## config.mk

```make
export PLATFORM = sky130hd
export DESIGN_NAME = riscv_multicycle_ctrl
export DESIGN_NICKNAME = d
export VERILOG_FILES = /design/src/rtl/riscv_pkg.sv /design/src/rtl/riscv_cycle_counter.sv /design/src/rtl/riscv_multicycle_ctrl.sv
export SDC_FILE = /design/constraint.sdc
export NUM_CORES = 1
export LEC_CHECK = 0
export CAP_MARGIN = 0
export CORE_MARGIN = 2
export CORE_UTILIZATION = 40
export DETAILED_ROUTE_END_ITERATION = 8
export PLACE_DENSITY = 0.7
export SYNTH_ARGS = -nofsm -noshare
export SYNTH_HDL_FRONTEND = slang
export SYNTH_SLANG_ARGS = --single-unit
```

## constraint.sdc

```tcl
create_clock -name clock -period 2.3 [get_ports clock]
set_input_delay 0.345 -clock clock [delete_from_list [all_inputs] [get_ports clock]]
set_output_delay 0.345 -clock clock [all_outputs]
set_load 0.02 [all_outputs]
```

## src/rtl/riscv_pkg.sv

```systemverilog
// Shared definitions for the multi-cycle RV32I core: opcodes, control FSM
// states and the mux/ALU select codes that the datapath decodes.
package riscv_pkg;

  localparam logic [6:0] OP_R      = 7'b0110011;
  localparam logic [6:0] OP_I      = 7'b0010011;
  localparam logic [6:0] OP_LOAD   = 7'b0000011;
  localparam logic [6:0] OP_STORE  = 7'b0100011;
  localparam logic [6:0] OP_BRANCH = 7'b1100011;
  localparam logic [6:0] OP_JAL    = 7'b1101111;
  localparam logic [6:0] OP_SYSTEM = 7'b1110011;

  typedef enum logic [3:0] {
    RESET_S,
    FETCH,
    DECODE,
    EXEC_R,
    EXEC_I,
    WB_ALU,
    ADDR,
    MEM_RD,
    WB_MEM,
    MEM_WR,
    BRANCH,
    JAL,
    HALT
  } state_t;

  // ALU operation select
  localparam logic [1:0] ALU_ADD    = 2'd0;
  localparam logic [1:0] ALU_BRANCH = 2'd1;
  localparam logic [1:0] ALU_FUNCT  = 2'd2;

  // ALU operand A select
  localparam logic [1:0] SRC_A_PC    = 2'd0;
  localparam logic [1:0] SRC_A_RS1   = 2'd1;
  localparam logic [1:0] SRC_A_OLDPC = 2'd2;

  // ALU operand B select
  localparam logic [1:0] SRC_B_RS2  = 2'd0;
  localparam logic [1:0] SRC_B_FOUR = 2'd1;
  localparam logic [1:0] SRC_B_IMM  = 2'd2;

  // Register file write data select
  localparam logic [1:0] WB_ALUOUT = 2'd0;
  localparam logic [1:0] WB_MDR    = 2'd1;
  localparam logic [1:0] WB_PC     = 2'd2;

endpackage

```

## src/rtl/riscv_cycle_counter.sv

```systemverilog
// Saturating up-counter used to report elapsed cycles; stops at all-ones
// rather than wrapping, and holds while frozen.
module riscv_cycle_counter #(
  parameter int unsigned CNT_W = 32
) (
  input  logic             clock,
  input  logic             reset,
  input  logic             enable,
  input  logic             freeze,
  output logic [CNT_W-1:0] count
);

  localparam logic [CNT_W-1:0] ONE = {{(CNT_W-1){1'b0}}, 1'b1};

  // Count enabled, unfrozen cycles until the all-ones ceiling
  always_ff @(posedge clock or posedge reset) begin
    if (reset) begin
      count <= '0;
    end else if (enable && !freeze && (count != '1)) begin
      count <= count + ONE;
    end
  end

endmodule

```

## src/rtl/riscv_multicycle_ctrl.sv

```systemverilog
// Main control FSM of the multi-cycle RV32I CPU. Steps the shared datapath
// through fetch/decode/execute/memory/writeback one instruction at a time and
// halts (done) on ECALL or an unknown opcode.
module riscv_multicycle_ctrl
  import riscv_pkg::*;
#(
  parameter int unsigned CNT_W = 32
) (
  input  logic             clock,
  input  logic             reset,
  input  logic [6:0]       opcode,
  input  logic             branch_taken,
  input  logic             mem_ready,
  output logic             mem_req,
  output logic             mem_we,
  output logic             iord,
  output logic             ir_write,
  output logic             pc_write,
  output logic             pc_src,
  output logic [1:0]       alu_src_a,
  output logic [1:0]       alu_src_b,
  output logic [1:0]       alu_op,
  output logic             reg_write,
  output logic [1:0]       wb_sel,
  output logic             done,
  output logic             illegal,
  output logic [CNT_W-1:0] clock_count
);

  state_t state;
  logic   illegal_q;

  // State register plus the sticky illegal-opcode flag captured at decode
  always_ff @(posedge clock or posedge reset) begin
    if (reset) begin
      state     <= RESET_S;
      illegal_q <= 1'b0;
    end else begin
      case (state)
        RESET_S: state <= FETCH;
        FETCH:   if (mem_ready) state <= DECODE;
        DECODE: begin
          case (opcode)
            OP_R:                state <= EXEC_R;
            OP_I:                state <= EXEC_I;
            OP_LOAD, OP_STORE:   state <= ADDR;
            OP_BRANCH:           state <= BRANCH;
            OP_JAL:              state <= JAL;
            OP_SYSTEM:           state <= HALT;
            default: begin
              state     <= HALT;
              illegal_q <= 1'b1;
            end
          endcase
        end
        EXEC_R:  state <= WB_ALU;
        EXEC_I:  state <= WB_ALU;
        WB_ALU:  state <= FETCH;
        ADDR:    state <= (opcode == OP_STORE) ? MEM_WR : MEM_RD;
        MEM_RD:  if (mem_ready) state <= WB_MEM;
        WB_MEM:  state <= FETCH;
        MEM_WR:  if (mem_ready) state <= FETCH;
        BRANCH:  state <= FETCH;
        JAL:     state <= FETCH;
        HALT:    state <= HALT;
        default: state <= RESET_S;
      endcase
    end
  end

  // Control decode from the state register; only the fetch write enables
  // (mem_ready) and the branch PC load (branch_taken) look at inputs, so an
  // async reset of the state removes mem_req immediately.
  always_comb begin
    mem_req   = 1'b0;
    mem_we    = 1'b0;
    iord      = 1'b0;
    ir_write  = 1'b0;
    pc_write  = 1'b0;
    pc_src    = 1'b0;
    alu_src_a = SRC_A_PC;
    alu_src_b = SRC_B_RS2;
    alu_op    = ALU_ADD;
    reg_write = 1'b0;
    wb_sel    = WB_ALUOUT;
    case (state)
      FETCH: begin
        mem_req   = 1'b1;
        alu_src_b = SRC_B_FOUR;
        ir_write  = mem_ready;
        pc_write  = mem_ready;
      end
      DECODE: begin
        alu_src_a = SRC_A_OLDPC;
        alu_src_b = SRC_B_IMM;
      end
      EXEC_R: begin
        alu_src_a = SRC_A_RS1;
        alu_op    = ALU_FUNCT;
      end
      EXEC_I: begin
        alu_src_a = SRC_A_RS1;
        alu_src_b = SRC_B_IMM;
        alu_op    = ALU_FUNCT;
      end
      WB_ALU: reg_write = 1'b1;
      ADDR: begin
        alu_src_a = SRC_A_RS1;
        alu_src_b = SRC_B_IMM;
      end
      MEM_RD: begin
        mem_req = 1'b1;
        iord    = 1'b1;
      end
      WB_MEM: begin
        reg_write = 1'b1;
        wb_sel    = WB_MDR;
      end
      MEM_WR: begin
        mem_req = 1'b1;
        mem_we  = 1'b1;
        iord    = 1'b1;
      end
      BRANCH: begin
        alu_src_a = SRC_A_RS1;
        alu_op    = ALU_BRANCH;
        pc_write  = branch_taken;
        pc_src    = 1'b1;
      end
      JAL: begin
        reg_write = 1'b1;
        wb_sel    = WB_PC;
        pc_write  = 1'b1;
        pc_src    = 1'b1;
      end
      default: ;
    endcase
  end

  assign done    = (state == HALT);
  assign illegal = illegal_q;

  riscv_cycle_counter #(
    .CNT_W (CNT_W)
  ) u_cycle_counter (
    .clock  (clock),
    .reset  (reset),
    .enable (1'b1),
    .freeze (done),
    .count  (clock_count)
  );

endmodule

```

# ---- Word-level counts from Yosys, hierarchy flattened
# Index checks and enable logic that the tools add are counted.
dict set report word_totals {
  ff_bits 37
  in_bits 11
  output_inout_bits 49
}
dict set report classes {
  addsub 1
  eq_ne 23
  mux 17
  n_bitwise 1
  n_reduce_logical 15
}
# op count
set ops {}
lappend ops {{$add 32x1->32 const B} 1}
lappend ops {{$ne 32x32->1 const B} 1}
lappend ops {{$pmux 4 s8} 1}
lappend ops {{$eq 7x7->1 const B} 3}
lappend ops {{$eq 4x4->1 const B} 5}
lappend ops {{$pmux 4 s5} 1}
lappend ops {{$eq 4x3->1 const B} 4}
lappend ops {{$mux 4} 4}
lappend ops {{$pmux 2 s2} 4}
lappend ops {{$eq 7x6->1 const B} 2}
lappend ops {{$reduce_or 3->1} 3}
lappend ops {{$eq 4x2->1 const B} 2}
lappend ops {{$reduce_or 2->1} 4}
lappend ops {{$eq 7x2->1 const B} 1}
lappend ops {{$eq 7x5->1 const B} 1}
lappend ops {{$reduce_or 7->1} 1}
lappend ops {{$mux 1} 6}
lappend ops {{$ne 2x2->1 const B} 3}
lappend ops {{$reduce_or 5->1} 1}
lappend ops {{$eq 4x1->1 const B} 1}
lappend ops {{$logic_not 4->1} 1}
lappend ops {{$reduce_or 4->1} 1}
lappend ops {{$pmux 1 s3} 1}
lappend ops {{$reduce_and 3->1} 1}
lappend ops {{other kinds (4)} 4}

# ---- Depth between registers and ports, before layout
# Gate-level depths: netlist of the first run.
dict set report logic_depth {
  word_depth 4
  ltp_mapped 7
}

# ---- Modules after synthesis
# From an unflattened synthesis of the first run, not the netlist that was laid out.
dict set report hier_totals {
  hier_cells 223
  area_unflattened_um2 2177.1
}
# mod n_inst cells_each area_per_inst_um2 seq_area_each_um2
set modules_own_cells {}
lappend modules_own_cells {riscv_cycle_counter 1 137 1557.7 800.8}
lappend modules_own_cells {riscv_multicycle_ctrl 1 86 619.3 125.1}

# ---- Worst setup path before layout of the first run
# Ideal clock, no wire load.
dict set report synth_timing {
  path_kind {reg2out}
  startpoint {register state[1]}
  endpoint {output mem_req}
  arrival_time_ns 1.668
  path_slack_ns 0.287
  path_stages_with_launch 6
  n_path_buf 1
  cell_sequence {dfrtp_1 clkbuf_1 nor2_1 nand2_1 a21boi_0 or2_2}
}
dict set report synth_via {
  elab_chain_cells 3
}
# item line_no
set synth_rtl {}
lappend synth_rtl {{from (decl)} riscv_multicycle_ctrl.sv:30} ;# state_t state;
lappend synth_rtl {{from (signal assigned)} riscv_multicycle_ctrl.sv:59} ;# ADDR: state <= (opcode == OP_STORE) ? MEM_WR : MEM_RD;
lappend synth_rtl {{$eq 4x1->1 (tied with other cells)} riscv_multicycle_ctrl.sv:86} ;# case (state)
lappend synth_rtl {{$reduce_or 3->1 (no line) *} -}
lappend synth_rtl {{$mux 1 *} riscv_multicycle_ctrl.sv:86}
lappend synth_rtl {{to (decl)} riscv_multicycle_ctrl.sv:14} ;# output logic mem_req,
# Every way passes the cells marked *; elsewhere a longest branch is shown, timed or not.

# ---- Worst setup path after layout of the first run
dict set report layout_timing {
  startpoint {register state[3]}
  endpoint {output alu_src_a[0]}
}
dict set report layout_via {
  elab_chain_cells 3
}
# item line_no
set layout_rtl {}
lappend layout_rtl {{$eq 4x4->1 (tied with other cells)} riscv_multicycle_ctrl.sv:86}
lappend layout_rtl {{$reduce_or 4->1 (no line)} -}
lappend layout_rtl {{$pmux 2 s2 *} riscv_multicycle_ctrl.sv:86}
lappend layout_rtl {{to (decl)} riscv_multicycle_ctrl.sv:20} ;# output logic [1:0] alu_src_a,
# Marked as above.

==> flow_summary.ini, run 1 <==
[placement]
placed_cells = 353
place_congestion = 0.843
io_buffer_count = 59
hpwlAfterDp_mm = 3.63
dp_slack_ps = 158
placed_cell_area_um2 = 2860

[synthesis]
async_flop_share = 1.00
syn_inst = 221
ys_ff_latch = 37
yosys.area.top_type = dfrtp_1
synth_area_um2 = 2130
synth_commonest_cells = dfrtp_1 (37), xnor2_1 (26), nand2_1 (22), nor2_1 (18), nand3_1 (17)
synth_cell_types = 48
synth_top_area_frac = 0.434
seq_area_frac_synth = 0.434
synth_area_leaders = dfrtp_1 (43%), xnor2_1 (11%), nand3_1 (4.0%), nand2_1 (3.9%), nand4_1 (3.8%)
ys.warnings.count = 0
synth_ff_type = dfrtp_1
synth_nets = 233
synth-edff-count = 0
syn_avg_cell_area_um2 = 9.65
yosysMostFrequentCell = dfrtp_1

[clocking]
cts_buffer_depth = 2
cts_sinks = 37
htreeDepth = 2
clock_latency_ps = 290
root_buffer = clkbuf_8
numCtsBuffers = 5
holdBufCountCts = 0
cts_tree = done
clk_pin_slew_ps = 70

[detailed_routing]
drt_first_pass_iters = 4
vias_per_cell = 5.20
via_count = 1876
drtAntennaViolNets = 0
first_iter_violations = 49
wl_mm = 4.93
detail_route.wl_per_cell_um = 13.7
route.detailed.drc = 0

[sta]
hold_viol = 0
drv_slew = 0
setup_slack_ps = 109
worst_pin_slew_ps = 503
period_minus_slack_ps = 2190
fin_skew_ps = 7.04
fin_tns_setup_ps = 0
setup_viol = 0
whs_ps = 460
slew-limit-headroom = 0.665
max_freq_mhz = 456
grt_setup_unrepaired = no
period_share = 0.953

[finish]
final_layout_size_suffix_gt1_frac = 0.127
fin_area_um2 = 2970
n_antenna_cell = 0
nNetsFinal = 303
area_delta_synth_final_pct = 39.0
fin_cells = 361
utilization = 0.577

[floorplan]
num_rows = 26
die_h_um = 77.0
initial_core_util = 0.415
pin_count = 60
dieArea_um2 = 5930
fp.coreArea_um2 = 5140
chipWidth_um = 77.0

[global_route]
grt_usage = 0.171
grt_overflow = 0
grt_pass1_wl_mm = 8.33
grt_max_degree = 38
antenna_found_initial = 0
grt_pass1_vias = 1740

[critical_path]
critPathLaunchType = flop
crit_fanout = 12
cp-end-kind = output port
cp.required_ps = 1960
arrival_ps = 1850
path_class = flop to output port
reg2reg_depth = 4

[pwr]
vdd_drop_max_uv = 606
p_leak_nw = 1.26
power.total_mw = 2.69
powerDensity_nw_per_um2 = 907

[worst_hold_path]
hp-class = primary input to async pin

[flow_run]
maxCapViolCount = 0

[outcome]
status = complete, no violations
==> kinds of logic (layout without fill, tap and decap cells) <==
group	count (synthesis)	in the layout	share of synthesized area
simple gates	110	110	0.296
flops	37	37	0.434
xor+xnor	33	33	0.135
compound gates	24	24	0.0897
buf+inv	14	84	0.0287
fa+ha+maj	2	2	0.0106
mux	1	1	0.00528
==> registers in the layout (all words and copies together), names as in the netlist <==
name	cells
illegal	1
state	4
u_cycle_counter.count	32
==> metal layers <==
metal	track usage	part of all wire
met5	0	0
met4	0.0536	0.012
met3	0.0459	0.062
met2	0.270	0.46
met1	0.230	0.46
==> path summary, 6_finish.rpt <==
check | startpoint | to | slack [ps]
worst max register to register | u_cycle_counter.count[9] | u_cycle_counter.count[1] | 270
worst min register to register | illegal | illegal | 500
worst max-delay path | state[3] | alu_src_a[0] | 110
worst min-delay path | reset | u_cycle_counter.count[27] | 460
max in group asynchronous | reset | state[0] | 1500
min in group clock | illegal | illegal | 500
==> power breakdown <==
part / internal [mW] / total (mW) / switching, mW
Clock: 0.237 / 0.460 / 0.223
Combinational: 0.617 / 1.30 / 0.685
Sequential: 0.763 / 0.927 / 0.164
==> area by class of cell <==
class,count,area [um2]
Multi-Input combinational cell,170,1160
Clock inverter,1,7.51
Timing Repair Buffer,70,674
Clock buffer,6,82.6
Tap cell,70,87.6
Inverter,7,26.3
Sequential cell,37,928
Fill cell,473,2170
==> critical path: stages (launching register included) <==
cell and delay (ps):
dfrtp_1 370, buf_4 180, xor2_1 130, nand2_1 70
o21ai_0 180, clkdlybuf4s50_1 630
==> timing repair <==
action | CTS | global route
endpoints found under the hold margin | 0 | 0
endpoints found under the setup margin | 11 | 7
gates resized for setup | 8 | 5
buffers inserted | 0 | 1
==> cells in the final DEF, fill, tap and decap left out, types with 2 or more instances in the layout <==
cell type,n
dfrtp_1,35
nor2b_1,2
or3_1,2
and4_1,4
nand2_1,22
o21ai_0,3
clkdlybuf4s50_1,51
a21oi_1,6
buf_4,10
xnor2_1,26
nand4_1,13
xor2_1,7
dlygate4sd2_1,5
nor3_1,9
and3_1,4
nor2_1,16
nor2_2,2
o31ai_1,4
nor3b_1,4
nand3_1,17
inv_1,7
dlymetal6s2s_1,3
dfrtp_2,2
clkbuf_8,6
Note: power is estimated with default switching activity, not from simulation.
==> inputs of run 2 (changes only) <==
--- a/config.mk
+++ b/config.mk
@@ -7,9 +7,10 @@
 export LEC_CHECK = 0
 export CAP_MARGIN = 0
 export CORE_MARGIN = 2
-export CORE_UTILIZATION = 40
+export CORE_UTILIZATION = 48
 export DETAILED_ROUTE_END_ITERATION = 8
-export PLACE_DENSITY = 0.7
+export PLACE_DENSITY = 0.81
+export SLEW_MARGIN = 5
 export SYNTH_ARGS = -nofsm -noshare
 export SYNTH_HDL_FRONTEND = slang
 export SYNTH_SLANG_ARGS = --single-unit
==> flow_summary.ini, run 2 (synthesized netlist as in run 1, its figures left out) <==
[critical_path]
critPathLaunchType = flop
r2r_setup_slack_ps = 270
path_class = flop to output port
crit_fanout = 13
worstReg2RegStart = u_cycle_counter.count[1]
cp-end-kind = output port
cp.required_ps = 1960
arrival_ps = 1860
reg2reg_depth = 6
r2r_end = u_cycle_counter.count[12]

[detailed_routing]
wl_mm = 4.95
detail_route.wl_per_cell_um = 14.2
vias_per_cell = 5.49
drtAntennaViolNets = 0
first_iter_violations = 135
drt_first_pass_iters = 4
route.detailed.drc = 0
via_count = 1910

[sta]
fin_tns_setup_ps = 0
period_share = 0.960
max_freq_mhz = 453
worst_pin_slew_ps = 473
drv_slew = 0
period_minus_slack_ps = 2210
hold_viol = 0
grt_setup_unrepaired = no
slew-limit-headroom = 0.682
setup_viol = 0
fin_skew_ps = 6.33

[worst_hold_path]
hp-class = flop to flop
hp-start = illegal
whs_path_depth = 1
min_to = illegal

[global_route]
grt_max_degree = 38
grt_overflow = 0
grt_usage = 0.203
grt_pass1_vias = 1760
grt_pass1_wl_mm = 8.27
antenna_found_initial = 0

[placement]
placed_cells = 336
placed_cell_area_um2 = 2840
io_buffer_count = 59
place_congestion = 0.881
hpwlAfterDp_mm = 3.56

[clocking]
cts_tree = done
cts_buffer_depth = 2
numCtsBuffers = 5
cts_sinks = 37
clk_pin_slew_ps = 70
root_buffer = clkbuf_8
htreeDepth = 2
clock_latency_ps = 290

[finish]
final_common_cell = clkdlybuf4s50_1
multi_input_area_um2 = 1150
n_antenna_cell = 0
final_cell_mix = clkdlybuf4s50_1 (50), dfrtp_1 (35), xnor2_1 (26)
fillers = 349
area_delta_synth_final_pct = 41.8
nNetsFinal = 307
fin_cells = 348
fin_area_um2 = 3030
regMostFlops = u_cycle_counter.count
final-seq-area_um2 = 928
final_layout_size_suffix_gt1_frac = 0.135
largest_register_ffs = 32

[floorplan]
initial_core_util = 0.493
chipWidth_um = 70.7
fp.coreArea_um2 = 4320
die_h_um = 70.7
num_rows = 24
dieArea_um2 = 4990
pin_count = 60

[outcome]
status = complete, no violations

[pwr]
power_frac_clock = 0.223
vdd_drop_max_uv = 746
powerDensity_nw_per_um2 = 972
p_int_mw = 1.85
sw_frac_of_total = 0.371
sequentialPowerShare = 0.313
p_leak_nw = 1.36
p_sw_mw = 1.09
power.total_mw = 2.94
combPwrFrac = 0.464

[flow_run]
maxCapViolCount = 0
-- run 2: cell types whose count changed in the layout (fill, tap and decap cells not counted), sizes merged --
cell and change:
dlygate4sd2 -3, bufinv +2, clkinvlp -1, clkinv +1, dlymetal6s2s +4, buf +5, clkdlybuf4s50 -1, clkbuf -2
-- run 2: layout make-up --
| class | instances | share of cell area |
|---|---|---|
| Multi-Input combinational cell | 170 | 0.381 |
| Sequential cell | 37 | 0.307 |
| Timing Repair Buffer | 74 | 0.237 |
| Clock buffer | 5 | 0.0227 |
| Clock inverter | 3 | 0.0215 |
| Tap cell | 52 | 0.0215 |
| Inverter | 7 | 0.00868 |
-- run 2: per-layer routing --
layer | track usage | vias up | wire [um]
li1 | - | 942 | -
met4 | 0.0482 | 0 | 52
met2 | 0.328 | 62 | 2330
met3 | 0.0484 | 7 | 321
met5 | 0 | - | 0
met1 | 0.281 | 899 | 2240
-- run 2: what timing repair did --
| item | 4_1_cts | 5_1_grt |
|---|---|---|
| endpoints found under the setup margin | 8 | 7 |
| hold buffers | 0 | 0 |
| gates resized for setup | 6 | 7 |
| setup buffers | 0 | 4 |
-- run 2: how the worst max path moves through the flow --
stage / from / to / depth (start not counted)
after global placement: state[1] / done / 3
after detailed placement: state[1] / done / 3
after floorplan: state[1] / mem_req / 5
after CTS: state[2] / alu_src_a[1] / 4
after global routing: state[2] / wb_sel[1] / 4
final: state[1] / reg_write / 3
-- run 2: through the flow --
stage                     hold slack (ps)  utilization  setup slack, ps
after floorplan                       514            -              287
after global placement                447        0.656              220
after detailed placement              444        0.656              157
after CTS                             462        0.689             1.19
after global routing                  513        0.700             14.2
final                                 461        0.700             92.4
-- run 2: worst max-delay path, stage by stage (launching register included) --
cell and delay [ps]:
dfrtp_2 490, nor2b_1 270, a32o_1 220, clkdlybuf4s50_1 600
-- run 2: power by group through the flow --
| stage | Sequential, mW | Combinational (mW) | Clock (mW) |
|---|---|---|---|
| 2_1_floorplan | 0.971 | 0.709 | 0 |
| 3_3_place_gp | 0.929 | 1.29 | 0 |
| 3_5_place_dp | 0.934 | 1.31 | 0 |
| 4_1_cts | 0.931 | 1.31 | 0.669 |
| 5_1_grt | 0.938 | 1.48 | 0.699 |
| 6_report | 0.920 | 1.36 | 0.657 |
